`src/rtl/axis_byte_packer_if.sv`:
```
// AXI4-Stream handshake bundle (TDATA/TVALID/TREADY only), width set per instance.
interface axis_byte_packer_if #(parameter int W = 8);
  logic [W-1:0] tdata;
  logic         tvalid;
  logic         tready;

  modport master (output tdata, output tvalid, input tready);
  modport slave  (input tdata, input tvalid, output tready);
endinterface

```
`src/rtl/axis_byte_packer.sv`:
```
// Packs an 8-bit AXI4-Stream into little-endian PACK_BYTES-wide words on a
// registered AXI4-Stream master, counting words taken downstream.
//
// state | meaning
// EMPTY | output register holds no word, m_axis.tvalid=0
// FULL  | output register holds a word awaiting m_axis.tready
module axis_byte_packer #(
  parameter int PACK_BYTES = 4,
  parameter int CNT_W      = 16
) (
  input  logic                aclk,
  input  logic                aresetn,
  axis_byte_packer_if.slave   s_axis,
  axis_byte_packer_if.master  m_axis,
  output logic [CNT_W-1:0]    word_cnt
);

  localparam int IW = $clog2(PACK_BYTES);
  localparam logic [IW-1:0] LAST_IDX = IW'(PACK_BYTES - 1);

  typedef enum logic {EMPTY, FULL} state_t;

  state_t                        state, state_nxt;
  logic [IW-1:0]                 idx;
  logic [8*(PACK_BYTES-1)-1:0]   acc;
  logic [8*PACK_BYTES-1:0]       out_word;
  logic                          last, s_ready, s_fire, final_fire, m_fire, load;

  assign last       = (idx == LAST_IDX);
  // Only path from m_axis.tready to s_axis.tready: the final byte may enter
  // in the same cycle the held word drains.
  assign s_ready    = aresetn & (~last | (state == EMPTY) | m_axis.tready);
  assign s_fire     = s_axis.tvalid & s_ready;
  assign final_fire = s_fire & last;
  assign m_fire     = (state == FULL) & m_axis.tready;

  assign s_axis.tready = s_ready;
  assign m_axis.tvalid = (state == FULL);
  assign m_axis.tdata  = out_word;

  always_comb begin
    state_nxt = state;
    load      = 1'b0;
    case (state)
      EMPTY: begin
        if (final_fire) begin
          state_nxt = FULL;
          load      = 1'b1;
        end
      end
      FULL: begin
        if (final_fire) begin
          load = 1'b1;
        end else if (m_axis.tready) begin
          state_nxt = EMPTY;
        end
      end
      default: state_nxt = EMPTY;
    endcase
  end

  always_ff @(posedge aclk) begin
    if (!aresetn) begin
      state    <= EMPTY;
      idx      <= '0;
      acc      <= '0;
      out_word <= '0;
      word_cnt <= '0;
    end else begin
      state <= state_nxt;
      if (s_fire) begin
        if (last) begin
          idx <= '0;
        end else begin
          idx <= idx + IW'(1);
          for (int k = 0; k < PACK_BYTES - 1; k++) begin
            if (idx == IW'(k)) acc[8*k +: 8] <= s_axis.tdata;
          end
        end
      end
      if (load) out_word <= {s_axis.tdata, acc};
      if (m_fire) word_cnt <= word_cnt + CNT_W'(1);
    end
  end

endmodule

```
`src/flat_wrapper.sv`:
```
// flat-port wrapper written by rule: the top's interface ports become plain ports
module axis_byte_packer_flat 
#(
  parameter int PACK_BYTES = 4,
  parameter int CNT_W      = 16
)
  (aclk, aresetn, word_cnt, s_axis_tdata, s_axis_tvalid, s_axis_tready, m_axis_tdata, m_axis_tvalid, m_axis_tready);
  axis_byte_packer_if #(.W(8)) s_axis_i ();
  axis_byte_packer_if #(.W(8*(4))) m_axis_i ();
  input  logic aclk;
  input  logic aresetn;
  output logic [CNT_W-1:0] word_cnt;
  input wire logic [$bits(s_axis_i.tdata)-1:0] s_axis_tdata;
  input wire logic [$bits(s_axis_i.tvalid)-1:0] s_axis_tvalid;
  output wire logic [$bits(s_axis_i.tready)-1:0] s_axis_tready;
  output wire logic [$bits(m_axis_i.tdata)-1:0] m_axis_tdata;
  output wire logic [$bits(m_axis_i.tvalid)-1:0] m_axis_tvalid;
  input wire logic [$bits(m_axis_i.tready)-1:0] m_axis_tready;
  assign s_axis_i.tdata = s_axis_tdata;
  assign s_axis_i.tvalid = s_axis_tvalid;
  assign s_axis_tready = s_axis_i.tready;
  assign m_axis_tdata = m_axis_i.tdata;
  assign m_axis_tvalid = m_axis_i.tvalid;
  assign m_axis_i.tready = m_axis_tready;
  axis_byte_packer #(.PACK_BYTES(PACK_BYTES), .CNT_W(CNT_W)) u_core (.aclk(aclk), .aresetn(aresetn), .s_axis(s_axis_i), .m_axis(m_axis_i), .word_cnt(word_cnt));
endmodule
```
`config.mk`:
```
export PLATFORM = sky130hd
export DESIGN_NAME = axis_byte_packer_flat
export DESIGN_NICKNAME = d
export VERILOG_FILES = /design/src/rtl/axis_byte_packer_if.sv /design/src/rtl/axis_byte_packer.sv /design/src/flat_wrapper.sv
export SDC_FILE = /design/constraint.sdc
export NUM_CORES = 1
export LEC_CHECK = 0
export CAP_MARGIN = 20
export CORE_UTILIZATION = 40
export CTS_BUF_LIST = sky130_fd_sc_hd__clkbuf_2
export DETAILED_ROUTE_END_ITERATION = 6
export DONT_BUFFER_PORTS = 1
export SLEW_MARGIN = 5
export SYNTH_ARGS = -nofsm -noshare
export SYNTH_HDL_FRONTEND = slang
export SYNTH_SLANG_ARGS = --single-unit
export TNS_END_PERCENT = 50
```
`constraint.sdc`:
```
create_clock -name aclk -period 2.68 [get_ports aclk]
set_input_delay 0.402 -clock aclk [delete_from_list [all_inputs] [get_ports aclk]]
set_output_delay 0.402 -clock aclk [all_outputs]
set_load 0.03 [all_outputs]
```
==> flow_metrics.env <==
export IMPL_p_sw_uw=459
export IMPL_drc=0
export IMPL_max_freq_mhz=426
export IMPL_setup_slack_ns=0.332
export IMPL_core_region_area_um2=6870
export IMPL_pin_count=62
export IMPL_setup_viol=0
export IMPL_cp_data_required_time_ns=2.28
export IMPL_yosysUniqueCellTypes=33
export IMPL_drt_wl_total_um=6390
export IMPL_vias=2170
export IMPL_fin_skew_ns=0.0268
export IMPL_crit_type="reg -> out"
export IMPL_cp_start_kind="flop"
export IMPL_synth_top_area_share=0.523
export IMPL_via_per_inst=5.02
export IMPL_drv_cap=0
export IMPL_ant_nets=0
export IMPL_synth_edff_count=0
export IMPL_pwr_share_comb=0.043
export IMPL_die_w_um=86.7
export IMPL_overflow=0
export IMPL_path_cells="nand3b_1 -> and2_1"
export IMPL_cpPeakStageDelay_ns=0.69
export IMPL_instances_no_fill=432
export IMPL_arrival_ns=1.95
export IMPL_antenna_found_initial=0
export IMPL_tns_ns=0
export IMPL_postSynthCellCount=325
export IMPL_track_usage=0.177
export IMPL_clk_path_buf_depth=2
export IMPL_pre_cts_ws_ns=0.652
export IMPL_ys_seq_area_frac=0.523
export IMPL_fillers=685
export IMPL_numCtsBuffers=9
export IMPL_p_clk_frac=0.334
export IMPL_slew_viol_final=0
export IMPL_grt_max_degree=47
export IMPL_clk_latency_ns=0.50
export IMPL_power_density_nw_per_um2=577
export IMPL_peakVddDrop_mv=0.235
export IMPL_cts_resized=0
export IMPL_crit_family="simple AND/OR/NAND/NOR gates"
export IMPL_synth_area_um2=2870
export IMPL_post_cts_buffers=0
export IMPL_power_internal_uw=1370
export IMPL_dp_hpwl_um=4010
export IMPL_tightest_slew_ns=0.788
export IMPL_grt_pass1_vias=2005
export IMPL_avgSynthCellArea_um2=8.84
export IMPL_synth_area_leaders="dfxtp_1, nand2_1, mux2i_1, a21oi_1, nor2_1"
export IMPL_yosys_area_top_type="dfxtp_1"
export IMPL_finalPower_uw=1830
export IMPL_synth_nets=342
export IMPL_drtPass1Iterations=4
export IMPL_die_h_um=86.7
export IMPL_dr_first_iter_drc_count=68
export IMPL_cp_slowest_cell="dfxtp_1"
export IMPL_synth_ff_type="dfxtp_1"
export IMPL_h_tree_depth=3
export IMPL_status="finished, final reports clean"
export IMPL_fp_row_count=30
export IMPL_grt_setup_unrepaired="false"
export IMPL_cts_sinks=75
export IMPL_leakage_uw=0.00124
export IMPL_cp_max_fo=8
export IMPL_start_util=0.418
export IMPL_gp_congestion=0.766
export IMPL_period_minus_slack_ns=2.35
export IMPL_area_growth_pct=10.6
export IMPL_switching_share=0.250
export IMPL_grt_pass1_wl_um=10100
export IMPL_ys_warn_count=0
export IMPL_relSlewSlack=0.474
export IMPL_final_layout_size_suffix_gt1_frac=0.0774
export IMPL_cts_tree="yes"
export IMPL_finalCritPeriodShare=0.876
export IMPL_clk_pin_slew_ns=0.22
export IMPL_diodes=0
export IMPL_seqPwrFrac=0.622
export IMPL_nets=349
export IMPL_cts_root_buffer="clkbuf_2"
export IMPL_drt_wirelength_per_cell_um=14.8
export IMPL_dieArea_um2=7520
export IMPL_ys_ff_latch=75
export IMPL_portBuffers=0
export IMPL_hold_violations=0
export IMPL_hold_path_class="in -> reg"
export IMPL_async_flop_share=0
export IMPL_placed_cells=407
export IMPL_crit_path_end_kind="output port"
export IMPL_cp_num_buf_inv=0
## through the flow
step	area, um2	hold WS [ns]	util
final	3180	0.0277	0.462
after floorplan	2870	0.432	-
after CTS	3140	0.00263	0.457
after detailed placement	2950	0.448	0.429
after global routing	3180	0.00512	0.462
after global placement	2950	0.444	0.429
## Yosys cell counts, types with 2 or more instances
cell       n
nand4_2    3
nand2_1   76
buf_2      4
nor3_1     2
or4_1      3
nor2_1    35
nand2b_1   2
dfxtp_1   75
ha_1       5
xnor2_1    2
inv_1      3
mux2i_1   24
xor2_1     7
and4_1     4
clkbuf_1  13
nand3_1    9
nand4_1    4
a21oi_1   37
o21ai_0    2
o211ai_1   2
## flip-flops by register name, indices dropped and copies added, names as in the netlist
signal	flops
u_core.acc	24
u_core.idx	2
u_core.m_axis.tdata	32
u_core.m_axis.tvalid	1
u_core.word_cnt	16
## area by class of cell
type | count | area (um2) | share of cell area
clock buffer | 9 | 45.0 | 0.0142
sequential | 75 | 1500 | 0.473
multi-input combinational | 227 | 1270 | 0.400
clock inverter | 6 | 67.6 | 0.0213
tap | 96 | 120 | 0.0378
timing repair buffer | 15 | 155 | 0.0489
inverter | 4 | 15.0 | 0.00473
## power by group through the flow
| stage | logic (uW) | clock network [uW] | registers [uW] |
|---|---|---|---|
| detailed placement | 62.8 | 0 | 1160 |
| global route | 86.9 | 684 | 1140 |
| finish | 79.4 | 613 | 1140 |
| floorplan | 57.3 | 0 | 1160 |
| CTS | 78.0 | 630 | 1140 |
| global placement | 61.4 | 0 | 1160 |
## kinds of logic (layout without fill, tap and decap cells)
kind of cell / Yosys count / after routing / synth area share
flops: 75 / 75 / 0.523
buf+inv: 23 / 34 / 0.0344
simple gates: 144 / 144 / 0.225
compound gates: 45 / 45 / 0.0845
xor+xnor: 9 / 9 / 0.0275
fa+ha+maj: 5 / 5 / 0.0218
mux: 24 / 24 / 0.0837
## path summary, 6_finish.rpt
path	endpoint	startpoint	slack (ns)	cells after the start
hold reg to reg	u_core.m_axis.tdata[16]	u_core.acc[16]	0.47	2
setup reg to reg	u_core.word_cnt[15]	u_core.m_axis.tvalid	0.82	4
hold / removal	u_core.acc[16]	s_axis_tdata[0]	0.03	2
setup / recovery	s_axis_tready	u_core.m_axis.tvalid	0.33	2
## placed cells by master (no fill, tap or decap), drive strengths merged
cell         synthesis  layout
o41ai                1       1
bufinv               0       1
nor3                 2       2
or2                  1       1
nand3               10      10
clkinv               0       3
and3                 1       1
xnor2                2       2
xor2                 7       7
dfxtp               75      75
nor2                35      35
o311ai               1       1
nand3b               1       1
dlygate4sd3          0       9
a22oi                1       1
ha                   5       5
clkbuf              13       9
o21ai                2       2
or4                  3       3
buf                  6       6
or3                  1       1
nand2               76      76
a21oi               37      37
o211ai               2       2
and2                 1       1
and4                 4       4
o31ai                1       1
clkinvlp             0       2
mux2i               24      24
nand2b               2       2
inv                  4       4
nand4                7       7
## metal layers
layer,vias to the layer above,GRT usage,wire (um)
met5,-,0,0
met4,0,0.0818,90
met3,9,0.0505,340
met2,42,0.263,2870
met1,1012,0.239,3090
li1,1107,-,-
## repair_timing
item / 4_1_cts / 5_1_grt
hold buffers: 8 / 1
endpoints found under the setup margin: 0 / 0
endpoints found under the hold margin: 19 / 1
Power figures use the tool's default switching activity.
